[config.mk]
export PLATFORM = sky130hd
export DESIGN_NAME = mult_seq_ctrl_flat
export DESIGN_NICKNAME = d
export VERILOG_FILES = /design/src/rtl/mult_seq_ctrl_pkg.sv /design/src/rtl/mult_seq_ctrl_if.sv /design/src/rtl/mult_seq_ctrl_half.sv /design/src/rtl/mult_seq_ctrl.sv /design/src/flat_wrapper.sv
export SDC_FILE = /design/constraint.sdc
export NUM_CORES = 1
export LEC_CHECK = 0
export CAP_MARGIN = 20
export CORE_UTILIZATION = 40
export DETAILED_ROUTE_END_ITERATION = 10
export PLACE_DENSITY = 0.69
export SLEW_MARGIN = 20
export SYNTH_ARGS = -nofsm -noshare
export SYNTH_HDL_FRONTEND = slang
export SYNTH_HIERARCHICAL = 1
export SYNTH_SLANG_ARGS = --single-unit
[constraint.sdc]
create_clock -name clk_i -period 15.46 [get_ports clk_i]
set_input_delay 2.319 -clock clk_i [delete_from_list [all_inputs] [get_ports clk_i]]
set_output_delay 2.319 -clock clk_i [all_outputs]
set_load 0.02 [all_outputs]
[src/rtl/mult_seq_ctrl_pkg.sv]
`default_nettype none
// +----------------------------------------------------------------------+
// | mult_seq_pkg                                                         |
// | State encoding and per-phase shift helpers for the sequenced         |
// | W x W multiplier controller.                                         |
// | Revision: 1.0                                                        |
// +----------------------------------------------------------------------+
package mult_seq_pkg;

  typedef enum logic [2:0] {
    IDLE = 3'd0,
    ALBL = 3'd1,
    ALBH = 3'd2,
    AHBL = 3'd3,
    AHBH = 3'd4,
    DONE = 3'd5
  } mult_seq_e;

  // Shift applied to each partial product, in units of HALF_W
  localparam int unsigned SH_ALBL = 0;
  localparam int unsigned SH_ALBH = 1;
  localparam int unsigned SH_AHBL = 1;
  localparam int unsigned SH_AHBH = 2;

  function automatic int unsigned phase_shift_halves(input mult_seq_e s);
    case (s)
      ALBL:    return SH_ALBL;
      ALBH:    return SH_ALBH;
      AHBL:    return SH_AHBL;
      AHBH:    return SH_AHBH;
      default: return 0;
    endcase
  endfunction

endpackage
`default_nettype wire

[src/rtl/mult_seq_ctrl_if.sv]
`default_nettype none
// +----------------------------------------------------------------------+
// | mult_seq_ctrl_if                                                     |
// | Issue-side and writeback-side handshake bundle of the controller.    |
// | Revision: 1.0                                                        |
// +----------------------------------------------------------------------+
interface mult_seq_ctrl_if #(parameter int W = 32);

  logic         in_valid_i;
  logic         in_ready_o;
  logic [W-1:0] op_a_i;
  logic [W-1:0] op_b_i;
  logic         op_hi_i;
  logic         flush_i;
  logic         out_valid_o;
  logic         out_ready_i;
  logic [W-1:0] result_o;
  logic         busy_o;

  // Issue / writeback side
  modport master (
    output in_valid_i, op_a_i, op_b_i, op_hi_i, flush_i, out_ready_i,
    input  in_ready_o, out_valid_o, result_o, busy_o
  );

  // Controller side
  modport slave (
    input  in_valid_i, op_a_i, op_b_i, op_hi_i, flush_i, out_ready_i,
    output in_ready_o, out_valid_o, result_o, busy_o
  );

endinterface
`default_nettype wire

[src/rtl/mult_seq_ctrl_half.sv]
`default_nettype none
// +----------------------------------------------------------------------+
// | mult_half                                                            |
// | Combinational HALF_W x HALF_W unsigned multiplier shared by all      |
// | phases of the sequencer.                                             |
// | Revision: 1.0                                                        |
// +----------------------------------------------------------------------+
module mult_half #(
  parameter int HALF_W = 16
) (
  input  wire logic [HALF_W-1:0]   a,
  input  wire logic [HALF_W-1:0]   b,
  output logic      [2*HALF_W-1:0] p
);

  // Full-width product; never overflows 2*HALF_W bits
  always_comb begin
    p = a * b;
  end

endmodule
`default_nettype wire

[src/rtl/mult_seq_ctrl.sv]
`default_nettype none
// +----------------------------------------------------------------------+
// | mult_seq_ctrl                                                        |
// | Sequences four partial products through one half-width multiplier   |
// | and returns the low or high half of the W x W product.               |
// | Revision: 1.0                                                        |
// +----------------------------------------------------------------------+
module mult_seq_ctrl
  import mult_seq_pkg::*;
#(
  parameter int W = 32
) (
  input wire logic       clk_i,
  input wire logic       rst_i,
  mult_seq_ctrl_if.slave bus
);

  localparam int HALF_W = W / 2;

  mult_seq_e         state;
  mult_seq_e         state_nxt;
  logic [W-1:0]      op_a;
  logic [W-1:0]      op_b;
  logic              op_hi;
  logic [2*W-1:0]    acc;
  logic [2*W-1:0]    acc_sum;
  logic [2*W-1:0]    addend;
  logic [W-1:0]      result;
  logic [HALF_W-1:0] mul_a;
  logic [HALF_W-1:0] mul_b;
  logic [W-1:0]      prod;
  logic              accept;
  logic              compute;

  mult_half #(.HALF_W(HALF_W)) u_mult_half (
    .a (mul_a),
    .b (mul_b),
    .p (prod)
  );

  // State, operand, accumulator and result registers
  always_ff @(posedge clk_i) begin
    if (rst_i) begin
      state  <= IDLE;
      op_a   <= '0;
      op_b   <= '0;
      op_hi  <= 1'b0;
      acc    <= '0;
      result <= '0;
    end else begin
      state <= state_nxt;
      if (accept) begin
        op_a  <= bus.op_a_i;
        op_b  <= bus.op_b_i;
        op_hi <= bus.op_hi_i;
        acc   <= '0;
      end else if (compute && !bus.flush_i) begin
        acc <= acc_sum;
      end
      // Capture the selected half on the final accumulate, as DONE is entered
      if (compute && state_nxt == DONE) begin
        result <= op_hi ? acc_sum[2*W-1:W] : acc_sum[W-1:0];
      end
    end
  end

  // Next-state: flush wins over every handshake; stray encodings recover to IDLE
  always_comb begin
    state_nxt = state;
    if (bus.flush_i) begin
      state_nxt = IDLE;
    end else begin
      case (state)
        IDLE:    if (bus.in_valid_i) state_nxt = ALBL;
        ALBL:    state_nxt = ALBH;
        ALBH:    state_nxt = AHBL;
        AHBL:    state_nxt = op_hi ? AHBH : DONE;  // high partial cannot touch low half
        AHBH:    state_nxt = DONE;
        DONE:    if (bus.out_ready_i) state_nxt = IDLE;
        default: state_nxt = IDLE;
      endcase
    end
  end

  // Operand mux, shifted accumulate and handshake outputs, all decoded from state
  always_comb begin
    mul_a   = '0;
    mul_b   = '0;
    compute = 1'b0;
    case (state)
      ALBL: begin mul_a = op_a[HALF_W-1:0]; mul_b = op_b[HALF_W-1:0]; compute = 1'b1; end
      ALBH: begin mul_a = op_a[HALF_W-1:0]; mul_b = op_b[W-1:HALF_W]; compute = 1'b1; end
      AHBL: begin mul_a = op_a[W-1:HALF_W]; mul_b = op_b[HALF_W-1:0]; compute = 1'b1; end
      AHBH: begin mul_a = op_a[W-1:HALF_W]; mul_b = op_b[W-1:HALF_W]; compute = 1'b1; end
      default: ;
    endcase
    addend  = {{W{1'b0}}, prod} << (phase_shift_halves(state) * HALF_W);
    // Carry out of the top bit cannot occur for a true W x W product
    acc_sum = acc + addend;
    accept  = (state == IDLE) && bus.in_valid_i && !bus.flush_i;

    bus.in_ready_o  = (state == IDLE);
    bus.busy_o      = (state != IDLE);
    bus.out_valid_o = (state == DONE);
    bus.result_o    = result;
  end

endmodule
`default_nettype wire
[src/flat_wrapper.sv]
// flat-port wrapper written by rule: the top's interface ports become plain ports
module mult_seq_ctrl_flat import mult_seq_pkg::*;
#(
  parameter int W = 32
)
  (clk_i, rst_i, bus_in_valid_i, bus_op_a_i, bus_op_b_i, bus_op_hi_i, bus_flush_i, bus_out_ready_i, bus_in_ready_o, bus_out_valid_o, bus_result_o, bus_busy_o);
  mult_seq_ctrl_if #(.W(W)) bus_i ();
  input wire logic clk_i;
  input wire logic rst_i;
  input wire logic [$bits(bus_i.in_valid_i)-1:0] bus_in_valid_i;
  input wire logic [$bits(bus_i.op_a_i)-1:0] bus_op_a_i;
  input wire logic [$bits(bus_i.op_b_i)-1:0] bus_op_b_i;
  input wire logic [$bits(bus_i.op_hi_i)-1:0] bus_op_hi_i;
  input wire logic [$bits(bus_i.flush_i)-1:0] bus_flush_i;
  input wire logic [$bits(bus_i.out_ready_i)-1:0] bus_out_ready_i;
  output wire logic [$bits(bus_i.in_ready_o)-1:0] bus_in_ready_o;
  output wire logic [$bits(bus_i.out_valid_o)-1:0] bus_out_valid_o;
  output wire logic [$bits(bus_i.result_o)-1:0] bus_result_o;
  output wire logic [$bits(bus_i.busy_o)-1:0] bus_busy_o;
  assign bus_i.in_valid_i = bus_in_valid_i;
  assign bus_i.op_a_i = bus_op_a_i;
  assign bus_i.op_b_i = bus_op_b_i;
  assign bus_i.op_hi_i = bus_op_hi_i;
  assign bus_i.flush_i = bus_flush_i;
  assign bus_i.out_ready_i = bus_out_ready_i;
  assign bus_in_ready_o = bus_i.in_ready_o;
  assign bus_out_valid_o = bus_i.out_valid_o;
  assign bus_result_o = bus_i.result_o;
  assign bus_busy_o = bus_i.busy_o;
  mult_seq_ctrl #(.W(W)) u_core (.clk_i(clk_i), .rst_i(rst_i), .bus(bus_i));
endmodule
==> results.py <==
metrics = {
    "die": {
        "rows": 81,
        "initial_utilization_pct": 40.5,
        "boundaryPins": 105,
        "dieWidth_um": 224,
        "die_h_um": 224,
        "dieArea_sq_mm": 0.0504,
        "core_sq_mm": 0.0488,
    },
    "clock_network": {
        "clk_pin_slew_ns": 0.07,
        "clock_sinks": 164,
        "ctsResizeCount": 0,
        "htreeDepth": 4,
        "clockBufferDepth": 2,
        "cts_hold_buf": 0,
        "post_cts_buffers": 0,
        "clkLatencyLatePin_ns": 0.45,
        "cts-root-buf": "clkbuf_16",
        "numCtsBuffers": 17,
        "cts_tree": "done",
    },
    "place": {
        "gp_congestion": 0.963,
        "dp_hpwl_um": 48600,
        "portBuffers": 104,
        "placedCellCount": 3216,
    },
    "worst_setup_path": {
        "worst-r2r-cell-count": 37,
        "critical_path_required_ns": 15.78,
        "critPathSlowestCell": "fa_1",
        "arrival_ns": 11.56,
        "cp_common_cell": "fa_1",
        "critPathMaxFanout": 21,
        "r2r_end": "u_core/bus.result_o[26]$_SDFFE_PP0P_",
        "crit_path_start_kind": "flip-flop",
        "reg2reg_from": "u_core/state[2]$_SDFF_PP0_",
        "cp_slowest_stage_delay_ns": 0.55,
        "path_class": "reg2reg",
        "crit_path_start": "u_core/state[2]$_SDFF_PP0_",
        "r2r_slack_ns": 4.22,
        "end_kind": "flip-flop",
    },
    "detailed_routing": {
        "dr.first_iter.drc_count": 1507,
        "firstDrtPassIters": 5,
        "drt-total-wl_um": 61500,
        "vias": 18400,
        "wl_per_cell_um": 18.9,
        "drtAntennaViolNets": 0,
        "avgViaCountPerCell": 5.65,
        "drc_errors": 0,
    },
    "cells_and_area": {
        "fin_util_pct": 44.8,
        "antenna_cells": 0,
        "final_cell_mix": "nand2_1 (509), a21oi_1 (270), inv_1 (250)",
        "fin_cells": 3248,
        "final_common_cell": "nand2_1",
        "area_growth_pct": 10.6,
        "final_nets": 3004,
        "drive_gt1_share_pct": 3.72,
    },
    "timing": {
        "finalCritPeriodShare_pct": 72.7,
        "period_minus_slack_ns": 11.24,
        "setup_viol": 0,
        "clock.fmax_mhz": 89.0,
        "max_slew_margin_pct": 25.5,
        "finalSetupTns_ns": 0,
        "tightest_slew_ns": 1.12,
        "maxSlewViolCount": 0,
        "hold_viol": 0,
        "fin_skew_ns": 0.0185,
        "rsz0062_at_grt": "false",
    },
    "global_route": {
        "overflow": 0,
        "track_usage_pct": 24.5,
        "grt_max_degree": 75,
        "antenna_found_initial": 0,
        "grt_pass1_vias": 18100,
        "grt_pass1_wl_um": 97400,
    },
    "min_path": {
        "hold_path_depth": 2,
        "hold_path_end": "u_core/op_b[4]$_SDFFE_PP0P_",
        "hold_path.class": "reg2reg",
        "hp-start": "u_core/op_b[4]$_SDFFE_PP0P_",
    },
    "power_and_ir_drop": {
        "peakVddDrop_mv": 0.0679,
        "seqPwrFrac_pct": 47.0,
        "p_switching_uw": 256,
        "swShare_pct": 27.5,
        "p_total_uw": 931,
        "power.leakage_uw": 0.00986,
        "pwr-share-clk_pct": 44.7,
        "p_per_area_mw_per_mm2": 42.5,
        "internal_power_uw": 675,
        "p_comb_share_pct": 8.3,
    },
    "status": {
        "status": "finished, final reports clean",
    },
    "yosys": {
        "postSynthAreaPerCell_sq_um": 7.71,
        "ys_ff_latch": 164,
        "synthDistinctLibCells": 75,
        "synth_area_sq_mm": 0.0198,
        "syn_inst": 2569,
        "synth_ff_type": "dfxtp_1",
        "synth_edf_count": 0,
        "syn-num-nets": 3002,
        "synth_seq_area_share_pct": 16.6,
        "async_reset_ff_share_pct": 0,
        "yosys_warnings": 6,
    },
    "flow_run": {
        "max_cap_viol_count": 0,
    },
}
state kept, by name, indices dropped and copies added, names as in the netlist:
name and flops:
u_core/op_b 32, u_core/op_a 32, u_core/acc 64, u_core/state 3
u_core/bus.result_o 32, u_core/op_hi 1
power groups by stage:
stage	registers, uW	clock network, uW	logic (uW)
floorplan	444	0	41.1
global placement	447	0	74.6
detailed placement	447	0	76.0
CTS	437	424	76.2
global route	438	439	83.4
finish	437	416	77.1
worst max path at each step:
stage,to,cells after the start
2_1_floorplan,u_core/bus.result_o[26]$_SDFFE_PP0P_,37
3_5_place_dp,u_core/bus.result_o[26]$_SDFFE_PP0P_,35
5_1_grt,u_core/bus.result_o[26]$_SDFFE_PP0P_,37
3_3_place_gp,u_core/bus.result_o[26]$_SDFFE_PP0P_,33
6_report,u_core/bus.result_o[26]$_SDFFE_PP0P_,37
4_1_cts,u_core/bus.result_o[26]$_SDFFE_PP0P_,37
per-stage QoR:
step | setup WS, ns | hold WS [ns] | instance area (sq um)
after floorplan | 5.84 | 0.434 | 19800
after global placement | 4.47 | 0.444 | 21300
after detailed placement | 4.40 | 0.450 | 21300
after CTS | 4.39 | 0.459 | 21900
after global routing | 3.69 | 0.478 | 21900
final | 4.22 | 0.456 | 21900
logic make-up after synthesis:
group / synth area share (%)
buffers and inverters: 7.65
XOR/XNOR: 3.65
AO/OA/AOI/OAI: 19.9
AND/OR/NAND/NOR: 21.3
multiplexers: 0.562
flip-flops: 16.6
adder cells (fa/ha/maj): 30.3
cell usage after synthesis, types with 6 or more instances:
library cell,count,area [sq um]
nor4_1,9,56.3
mux2i_1,10,100
and2_1,169,1060
and3_1,18,113
o21a_1,21,158
nor2_1,78,293
a22oi_1,15,113
xnor2_1,53,464
or2_2,6,37.5
a211oi_1,15,113
a22o_1,32,280
o31ai_1,8,60.1
inv_1,250,938
a211o_1,8,70.1
nor3_1,20,100
nand4_1,23,144
clkbuf_1,142,533
nand3_1,35,175
xor2_1,27,236
a21oi_1,270,1350
a21o_1,50,375
dfxtp_1,164,3280
o21ai_0,120,601
fa_1,195,3900
o211ai_1,7,52.6
o21bai_1,17,128
nand2_1,509,1910
or3_1,7,43.8
ha_1,168,2100
nor2b_1,8,50.1
a31oi_1,20,125
nand2b_1,10,62.6
critical path, delay by kind of cell, from the launching register on:
kind | cells | cell delay (ns)
compound gates | 13 | 3.69
flops | 1 | 0.37
fa+ha+maj | 8 | 3.80
xor+xnor | 1 | 0.14
buf+inv | 7 | 0.83
simple gates | 8 | 2.26
area by class of cell:
cell class                 count  area [sq um]
clock buffer                  19           443
clock inverter                13           115
fill                        4934         27000
inverter                     250           938
multi-input combinational   2006         15000
sequential                   164          3280
tap                          664           831
timing repair buffer         132          1250
layer usage:
| metal | track usage [%] | vias to the layer above | share of wire, % |
|---|---|---|---|
| met2 | 39.8 | 680 | 47 |
| li1 | - | 8558 | - |
| met1 | 33.3 | 9000 | 44 |
| met4 | 8.69 | 0 | 3.0 |
| met5 | 0 | - | 0 |
| met3 | 3.16 | 118 | 6.2 |
Power figures use the tool's default switching activity.
